**config.mk**
```make
export PLATFORM = sky130hd
export DESIGN_NAME = mux2_share_arbiter
export DESIGN_NICKNAME = d
export VERILOG_FILES = /design/src/rtl/mux2_share_arbiter.sv
export SDC_FILE = /design/constraint.sdc
export NUM_CORES = 1
export LEC_CHECK = 0
export BUFFER_PORTS_ARGS = -buffer_cell sky130_fd_sc_hd__clkbuf_2
export CAP_MARGIN = 20
export CORE_ASPECT_RATIO = 0.6
export CORE_UTILIZATION = 35
export DETAILED_ROUTE_END_ITERATION = 10
export SYNTH_ARGS = -nofsm -noshare
export SYNTH_HDL_FRONTEND = slang
export SYNTH_SLANG_ARGS = --single-unit
```
**constraint.sdc**
```tcl
create_clock -name clk -period 3.6 [get_ports clk]
set_input_delay 0.18 -clock clk [delete_from_list [all_inputs] [get_ports clk]]
set_output_delay 0.18 -clock clk [all_outputs]
set_load 0.01 [all_outputs]
```
**src/rtl/mux2_share_arbiter.sv**
```systemverilog
// Round-robin arbiter sharing a 2:1 gated-mux datapath between requesters A and B, with a
// per-tenure beat cap. Define ARB_LOCK_EN to add a lock input that defers forced rotation.
module mux2_share_arbiter #(
    parameter int unsigned WIDTH = 4,
    parameter int unsigned HOLD  = 4
) (
    input  logic             clk,
    input  logic             rst_n,
    input  logic             req_a,
    input  logic             req_b,
`ifdef ARB_LOCK_EN
    input  logic             lock,
`endif
    input  logic [WIDTH-1:0] data_a,
    input  logic [WIDTH-1:0] data_b,
    output logic             gnt_a,
    output logic             gnt_b,
    output logic             mux_sel,
    output logic             mux_en_n,
    output logic [WIDTH-1:0] y_out,
    output logic             y_valid
);

    localparam logic [1:0] IDLE  = 2'd0;
    localparam logic [1:0] OWN_A = 2'd1;
    localparam logic [1:0] OWN_B = 2'd2;

    localparam logic       LAST_A   = 1'b0;
    localparam logic       LAST_B   = 1'b1;
    localparam logic [3:0] HOLD_CNT = 4'(HOLD);

    logic [1:0]       state_q, state_d;
    logic [3:0]       cnt_q, cnt_d;
    logic             last_q, last_d;
    logic             sel_q, sel_d;
    logic [WIDTH-1:0] y_q, y_d;
    logic             valid_q, valid_d;

    logic       own_a, own_b;
    logic       beat;
    logic [3:0] cnt_inc;
    logic       at_hold;
    logic       hold_lock;
    logic       rotate_a, rotate_b;

    assign own_a = (state_q == OWN_A);
    assign own_b = (state_q == OWN_B);
    assign beat  = (own_a && req_a) || (own_b && req_b);

`ifdef ARB_LOCK_EN
    assign hold_lock = lock;
`else
    assign hold_lock = 1'b0;
`endif

    // The cap is judged on the count including this cycle's beat, so rotation lands right
    // after the HOLD-th beat and the waiting side sees no extra beat from the owner.
    always_comb begin
        cnt_inc = cnt_q;
        if (beat && (cnt_q != HOLD_CNT)) begin
            cnt_inc = cnt_q + 4'd1;
        end
    end

    assign at_hold  = (cnt_inc == HOLD_CNT);
    assign rotate_a = own_a && req_a && at_hold && req_b && !hold_lock;
    assign rotate_b = own_b && req_b && at_hold && req_a && !hold_lock;

    always_comb begin
        state_d = state_q;
        cnt_d   = cnt_inc;
        last_d  = last_q;
        sel_d   = sel_q;

        case (state_q)
            IDLE: begin
                if (req_a && (!req_b || (last_q == LAST_B))) begin
                    state_d = OWN_A;
                end else if (req_b) begin
                    state_d = OWN_B;
                end
            end
            OWN_A: begin
                if (!req_a) begin
                    state_d = req_b ? OWN_B : IDLE;
                end else if (rotate_a) begin
                    state_d = OWN_B;
                end
            end
            OWN_B: begin
                if (!req_b) begin
                    state_d = req_a ? OWN_A : IDLE;
                end else if (rotate_b) begin
                    state_d = OWN_A;
                end
            end
            default: begin
                state_d = IDLE;
            end
        endcase

        // Owner change restarts the tenure; mux_sel only moves when a new owner takes over.
        if (state_d != state_q) begin
            cnt_d = 4'd0;
            if (state_q == OWN_A) begin
                last_d = LAST_A;
            end else if (state_q == OWN_B) begin
                last_d = LAST_B;
            end
            if (state_d == OWN_A) begin
                sel_d = 1'b0;
            end else if (state_d == OWN_B) begin
                sel_d = 1'b1;
            end
        end
    end

    always_comb begin
        valid_d = beat;
        y_d     = y_q;
        if (beat) begin
            y_d = sel_q ? data_b : data_a;
        end
    end

    always_ff @(posedge clk or negedge rst_n) begin
        if (!rst_n) begin
            state_q <= IDLE;
            cnt_q   <= 4'd0;
            last_q  <= LAST_B;
            sel_q   <= 1'b0;
            y_q     <= '0;
            valid_q <= 1'b0;
        end else begin
            state_q <= state_d;
            cnt_q   <= cnt_d;
            last_q  <= last_d;
            sel_q   <= sel_d;
            y_q     <= y_d;
            valid_q <= valid_d;
        end
    end

    assign gnt_a    = own_a;
    assign gnt_b    = own_b;
    assign mux_sel  = sel_q;
    assign mux_en_n = !(own_a || own_b);
    assign y_out    = y_q;
    assign y_valid  = valid_q;

endmodule

```
==> insert_results.sql, run 1 <==
INSERT INTO impl_metrics (metric_group, metric, value, unit) VALUES
('timing', 'layout_worst_path_cycle_share', '91.49', '%'),
('status', 'status', 'finished clean', ''),
('worst_setup_path', 'worst_path_max_delay_cell', 'sky130_fd_sc_hd__or4_1', ''),
('routing', 'firstDrtPassIters', '4', ''),
('timing', 'clock.fmax', '303.6', 'MHz'),
('min_path', 'min_path_cells', '3', ''),
('synthesis', 'asyncSetResetFlopFracSynth', '100.0', '%'),
('placed_design', 'numPortBuffers', '20', ''),
('power', 'p_int', '527.9', 'uW'),
('grt', 'grtUsageMet2', '24.22', '%'),
('worst_setup_path', 'setup_cp_type', 'reg2reg', ''),
('timing', 'worstMarginPinSlew', '0.3519', 'ns'),
('clocking', 'clock_latency', '0.25', 'ns'),
('routing', 'finalWirelength', '2.360', 'mm'),
('synthesis', 'synth_seq_area_share', '30.24', '%'),
('floorplanning', 'floorplan.core_area', '0.002909', 'mm2'),
('min_path', 'worstHoldPathType', 'in2reg', ''),
('floorplanning', 'initial_core_util', '37.12', '%'),
('floorplanning', 'die-height', '45.03', 'um'),
('timing', 'setup_viol', '0', ''),
('synthesis', 'postSynthNetCount', '139', ''),
('grt', 'maximum_number_of_pins_on_one_net_before_global_route_repair', '14', ''),
('timing', 'postLayoutSetupSlackWorst', '0.3063', 'ns'),
('worst_setup_path', 'r2r-start', 'state_q[0]', ''),
('floorplanning', 'placement_rows', '15', ''),
('finish', 'areaGrowthSynthToFinish', '18.08', '%'),
('worst_setup_path', 'cp-endpoint', 'mux_sel', ''),
('worst_setup_path', 'cp_cell_sequence', 'inv_1, ha_1, a22oi_2, or4_1, nand2_1, a41o_1, a41oi_1, or2_2, ha_1, o21bai_1, a22o_1', ''),
('worst_setup_path', 'worst_r2r_path_depth', '11', ''),
('synthesis', 'share_of_yosys_cell_area_claimed_by_the_top_area_cell_type', '27.81', '%'),
('clocking', 'clk_pin_slew_worst_paths', '0.06', 'ns'),
('worst_setup_path', 'crit_required', '3.74', 'ns'),
('worst_setup_path', 'setup.worst_path.start_class', 'flop', ''),
('grt', 'initial_antenna_violation_count', '0', ''),
('synthesis', 'synth-edff-count', '0', ''),
('routing', 'route.detailed.drc', '0', ''),
('placed_design', 'place_congestion', '0.9026', ''),
('floorplanning', 'die_width', '73.71', 'um'),
('synthesis', 'netlist_instances', '120', ''),
('timing', 'period_minus_slack', '3.294', 'ns'),
('clocking', 'cts_made_buffers', '3', ''),
('timing', 'relSlewSlack', '76.49', '%'),
('placed_design', 'dp_worst_setup_slack', '0.3592', 'ns'),
('routing', 'routedWlPerCell', '12.90', 'um'),
('power', 'pwr_density_cell', '755.8', 'mW/mm2'),
('finish', 'design.final.nets', '161', ''),
('synthesis', 'synth_top_cells_by_count', 'sky130_fd_sc_hd__dfrtp_1 (12), sky130_fd_sc_hd__nand2_1 (11), sky130_fd_sc_hd__inv_1 (10)', ''),
('synthesis', 'syn-mean-instance-area', '8.998', 'um2'),
('grt', 'grtUsageTotal', '16.21', '%'),
('timing', 'fin_skew', '0.002239', 'ns'),
('routing', 'detail-route-antenna-nets', '0', ''),
('power', 'power_frac_seq', '27.2', '%'),
('clocking', 'cts_sink_cnt', '13', ''),
('grt', 'first_global_vias', '869', ''),
('worst_setup_path', 'critPathLaunch', 'state_q[0]', ''),
('synthesis', 'synthMostInstantiatedCell', 'sky130_fd_sc_hd__dfrtp_1', ''),
('placed_design', 'dp.final_hpwl', '1.802', 'mm'),
('worst_setup_path', 'worstSetupEndpointType', 'flop', ''),
('clocking', 'cts.path.max_buffers', '2', ''),
('timing', 'rsz_0062_raised_after_global_routing', 'false', ''),
('power', 'power_frac_comb', '59.2', '%'),
('synthesis', 'post-synth-top-area-cell', 'sky130_fd_sc_hd__dfrtp_1', ''),
('power', 'power.share.switching', '45.22', '%'),
('clocking', 'clock-root-buffer', 'sky130_fd_sc_hd__clkbuf_8', ''),
('grt', 'met3_usage', '5.357', '%'),
('worst_setup_path', 'crit_path_most_repeated_cell', 'sky130_fd_sc_hd__ha_1', ''),
('floorplanning', 'num_io_pins', '21', ''),
('clocking', 'tritoncts', 'built', ''),
('power', 'power.switching', '435.7', 'uW'),
('timing', 'sum_of_negative_setup_slack', '0', 'ns'),
('routing', 'dr_total_vias', '977', '');
==> per-stage QoR <==
step,hold WS [ns],instances
after floorplan,-0.1156,120
after global placement,0.09306,178
after detailed placement,0.1007,178
after CTS,0.2248,183
after global routing,0.2419,183
final,0.2215,183
==> worst max-delay path: cells and delay by family, from the launching register on <==
kind | cells | cell delay [ns]
compound gates | 5 | 0.86
fa+ha+maj | 2 | 0.65
buf+inv | 1 | 0.18
flops | 1 | 0.47
simple gates | 3 | 1.03
==> registers in the layout (all words and copies together) (netlist names) <==
name,flops
last_q,1
y_valid,1
y_out,4
mux_sel,1
state_q,2
cnt_q,4
==> repair_timing <==
action / in CTS / in global routing
buffers inserted: 0 / 0
endpoints found under the hold margin: 12 / 0
hold buffers: 1 / 0
resized for setup: 0 / 0
==> power by group through the flow <==
| stage | sequential (uW) | clock [uW] | combinational [uW] |
|---|---|---|---|
| finish | 262 | 131 | 570 |
| global route | 269 | 147 | 641 |
| CTS | 261 | 136 | 572 |
| detailed placement | 264 | 0 | 567 |
| global placement | 263 | 0 | 558 |
| floorplan | 258 | 0 | 416 |
==> layout make-up <==
type                    count  area (um2)
fillers                   282        1634
multi-input cells          91       690.7
flip-flops and latches     13       326.6
repair buffers             22       117.6
well taps                  42       52.55
clock buffers               3       41.29
inverters                  11       41.29
clock inverters             1       5.005
==> how the worst min path moves through the flow <==
stage	from	end	slack (ns)
after floorplan	rst_n	cnt_q[0]	-0.12
after global placement	rst_n	cnt_q[3]	0.09
after detailed placement	rst_n	y_valid	0.10
after CTS	data_a[3]	y_out[3]	0.22
after global routing	data_a[0]	y_out[0]	0.24
final	data_a[3]	y_out[3]	0.22
==> kinds of logic (layout without fill, tap and decap cells) <==
family	after synthesis	in the layout	share of synthesized area, %
xor+xnor	1	1	0.8113
flops	13	13	30.24
compound gates	37	37	28.28
mux	10	10	9.386
buf+inv	16	37	5.794
simple gates	36	36	17.38
fa+ha+maj	7	7	8.111
==> layer usage <==
| metal | vias to the layer above | wire (um) |
|---|---|---|
| met5 | - | 0 |
| met4 | 0 | 24 |
| met3 | 6 | 93 |
| met2 | 19 | 1076 |
| met1 | 469 | 1166 |
| li1 | 483 | - |
==> cell usage in the layout, fill, tap and decap left out, types with 2 or more instances in the layout <==
cell	n
sky130_fd_sc_hd__a21boi_0	2
sky130_fd_sc_hd__a21oi_1	6
sky130_fd_sc_hd__a22o_1	2
sky130_fd_sc_hd__a32oi_1	3
sky130_fd_sc_hd__a41oi_1	2
sky130_fd_sc_hd__clkbuf_2	20
sky130_fd_sc_hd__clkbuf_8	3
sky130_fd_sc_hd__dfrtp_1	12
sky130_fd_sc_hd__ha_1	7
sky130_fd_sc_hd__inv_1	10
sky130_fd_sc_hd__mux2i_1	9
sky130_fd_sc_hd__nand2_1	11
sky130_fd_sc_hd__nand2b_1	3
sky130_fd_sc_hd__nand3_1	3
sky130_fd_sc_hd__nor2_1	8
sky130_fd_sc_hd__o211ai_2	2
sky130_fd_sc_hd__o21ai_0	8
sky130_fd_sc_hd__or2_2	2
Power figures use the tool's default switching activity.
==> inputs of run 2 (changes only) <==
==> constraint.sdc (replaced) <==
create_clock -name clk -period 3.3 [get_ports clk]
set_input_delay 0.165 -clock clk [delete_from_list [all_inputs] [get_ports clk]]
set_output_delay 0.165 -clock clk [all_outputs]
set_load 0.01 [all_outputs]
==> insert_results.sql, run 2 (same netlist as run 1, synthesis figures left out) <==
INSERT INTO impl_metrics (metric_group, metric, value, unit) VALUES
('power', 'clock_power_share', '13.2', '%'),
('finish', 'layout.cells.most_common_list', 'sky130_fd_sc_hd__clkbuf_2 (20), sky130_fd_sc_hd__dfrtp_1 (12), sky130_fd_sc_hd__nand2_1 (11)', ''),
('routing', 'routedWlPerCell', '12.68', 'um'),
('grt', 'grtUsageTotal', '15.46', '%'),
('floorplanning', 'initial_core_util', '37.12', '%'),
('power', 'peakVddDrop', '361.3', 'uV'),
('status', 'status', 'finished clean', ''),
('finish', 'final.fill_count', '287', ''),
('power', 'power_frac_seq', '26.1', '%'),
('timing', 'relSlewSlack', '75.54', '%'),
('routing', 'route.detailed.drc', '0', ''),
('routing', 'drt_iter0_markers', '13', ''),
('power', 'power_frac_comb', '60.8', '%'),
('timing', 'clock.fmax', '325.5', 'MHz'),
('timing', 'timing_hold_violations_final', '0', ''),
('clocking', 'number_of_setup_buffers_added_after_cts', '0', ''),
('floorplanning', 'design.die.area', '0.003319', 'mm2'),
('floorplanning', 'die_width', '73.71', 'um'),
('placed_design', 'place_congestion', '0.9451', ''),
('routing', 'dr_total_vias', '950', ''),
('clocking', 'clk_pin_slew_worst_paths', '0.06', 'ns'),
('power', 'power.share.switching', '44.60', '%'),
('worst_setup_path', 'worstSetupEndpointType', 'flop', ''),
('power', 'p_leak', '0.0006429', 'uW'),
('routing', 'finalWirelength', '2.346', 'mm'),
('clocking', 'tritoncts', 'built', ''),
('routing', 'vias_per_cell', '5.135', ''),
('floorplanning', 'num_io_pins', '21', ''),
('finish', 'layout_commonest_cell', 'sky130_fd_sc_hd__clkbuf_2', ''),
('worst_setup_path', 'critPathMaxFanout', '8', ''),
('floorplanning', 'floorplan.core_area', '0.002909', 'mm2'),
('clocking', 'clock_latency', '0.24', 'ns'),
('worst_setup_path', 'regToRegSetupSlack', '0.23', 'ns'),
('clocking', 'cts_made_buffers', '3', ''),
('finish', 'post_route_cells_drive_above_1_share', '27.97', '%'),
('timing', 'timing.final.max_slew_violations', '0', ''),
('worst_setup_path', 'worstReg2RegEnd', 'mux_sel', ''),
('worst_setup_path', 'timing.critical_path.arrival', '3.20', 'ns'),
('min_path', 'min-delay-start', 'data_a[3]', ''),
('clocking', 'ctsHtreeMaxLevel', '1', ''),
('clocking', 'cts_sink_cnt', '13', ''),
('clocking', 'cts.path.max_buffers', '2', ''),
('power', 'power.switching', '473.7', 'uW'),
('finish', 'antennaDiodeCount', '0', ''),
('placed_design', 'post-place-cells', '180', ''),
('grt', 'global_route.overflow_total', '0', ''),
('grt', 'maximum_number_of_pins_on_one_net_before_global_route_repair', '14', ''),
('routing', 'route.met3.wl', '135', 'um'),
('job', 'cap_viol_max_count', '0', ''),
('finish', 'design.final.nets', '163', ''),
('finish', 'areaGrowthSynthToFinish', '19.47', '%'),
('routing', 'wl_on_met1', '1.211', 'mm'),
('grt', 'grt_first_pass_wirelength', '3.870', 'mm'),
('timing', 'layout_worst_path_cycle_share', '93.08', '%'),
('routing', 'routed-wl-met2', '995', 'um'),
('finish', 'finalNonFillerCells', '185', ''),
('power', 'fin_total_pwr', '1062', 'uW'),
('timing', 'period_minus_slack', '3.072', 'ns'),
('min_path', 'min_path_cells', '3', ''),
('clocking', 'clock-root-buffer', 'sky130_fd_sc_hd__clkbuf_8', ''),
('routing', 'firstDrtPassIters', '4', ''),
('placed_design', 'numPortBuffers', '20', ''),
('timing', 'sum_of_negative_setup_slack', '0', 'ns'),
('floorplanning', 'die-height', '45.03', 'um'),
('worst_setup_path', 'worst_r2r_path_depth', '10', ''),
('grt', 'first_global_vias', '829', ''),
('grt', 'initial_antenna_violation_count', '0', ''),
('placed_design', 'dp.final_hpwl', '1.817', 'mm'),
('power', 'pwr_density_cell', '823.3', 'mW/mm2'),
('timing', 'worstMarginPinSlew', '0.3637', 'ns'),
('worst_setup_path', 'crit_required', '3.43', 'ns'),
('power', 'p_int', '588.3', 'uW'),
('finish', 'postLayoutCoreUtil', '44.34', '%'),
('timing', 'setup_viol', '0', ''),
('min_path', 'min_delay_worst_endpoint', 'y_out[3]', ''),
('routing', 'top_layer_used', 'met4', ''),
('min_path', 'worstHoldPathType', 'in2reg', ''),
('timing', 'rsz_0062_raised_after_global_routing', 'false', ''),
('worst_setup_path', 'r2r-start', 'state_q[1]', ''),
('timing', 'fin_skew', '0.004116', 'ns'),
('floorplanning', 'placement_rows', '15', ''),
('routing', 'detail-route-antenna-nets', '0', ''),
('worst_setup_path', 'setup_cp_type', 'reg2reg', ''),
('worst_setup_path', 'setup.worst_path.start_class', 'flop', '');
==> run 2: changes by cell type in the layout (fill, tap and decap cells not counted), sizes merged <==
| cell | change |
|---|---|
| buf | +2 |
==> run 2: layout make-up <==
type / instances / area (um2) / share of cell area, %
Multi-Input combinational cell: 91 / 690.7 / 53.54
Sequential cell: 13 / 326.6 / 25.32
Timing Repair Buffer: 24 / 132.6 / 10.28
Tap cell: 42 / 52.55 / 4.074
Clock buffer: 3 / 41.29 / 3.201
Inverter: 11 / 41.29 / 3.201
Clock inverter: 1 / 5.005 / 0.3880
==> run 2: power groups by stage <==
stage	Combinational, uW	Clock (uW)	Sequential [uW]
2_1_floorplan	454	0	282
3_3_place_gp	638	0	275
3_5_place_dp	641	0	279
4_1_cts	645	145	277
5_1_grt	729	153	286
6_report	645	140	277
==> run 2: worst max path at each step <==
stage	cells past startpoint	to	slack, ns	startpoint
after global placement	11	mux_sel	0.32	state_q[0]
final	10	mux_sel	0.23	state_q[1]
after floorplan	11	mux_sel	0.33	state_q[0]
after detailed placement	10	mux_sel	0.25	state_q[1]
after CTS	10	mux_sel	0.23	state_q[1]
after global routing	10	mux_sel	0.02	state_q[1]
==> run 2: timing repair <==
action,CTS,global route
hold buffers,1,0
hold endpoints to repair,12,0
resized for setup,0,0
==> run 2: routing by layer <==
layer	vias up	GRT usage, %
li1	483	-
met1	434	23.49
met2	31	20.92
met5	-	0
met4	0	1.154
met3	2	6.250
==> run 2: critical path, stage by stage, from the launching register on <==
cell and delay, ns:
sky130_fd_sc_hd__dfrtp_1 0.48, sky130_fd_sc_hd__ha_1 0.35, sky130_fd_sc_hd__a22oi_2 0.14, sky130_fd_sc_hd__or4_1 0.52, sky130_fd_sc_hd__nand2_1 0.17, sky130_fd_sc_hd__a41o_1 0.24
sky130_fd_sc_hd__a41oi_1 0.06, sky130_fd_sc_hd__or2_2 0.32, sky130_fd_sc_hd__ha_1 0.29, sky130_fd_sc_hd__o21bai_1 0.16, sky130_fd_sc_hd__a22o_1 0.23
==> run 2: through the flow <==
step                hold slack, ns  setup WS (ns)  area [um2]
floorplan                  -0.1306         0.3345        1080
global placement           0.08214         0.3233        1234
detailed placement         0.08053         0.2513        1234
CTS                         0.2166         0.2312        1290
global route                0.2450        0.02443        1290
finish                      0.2110         0.2283        1290
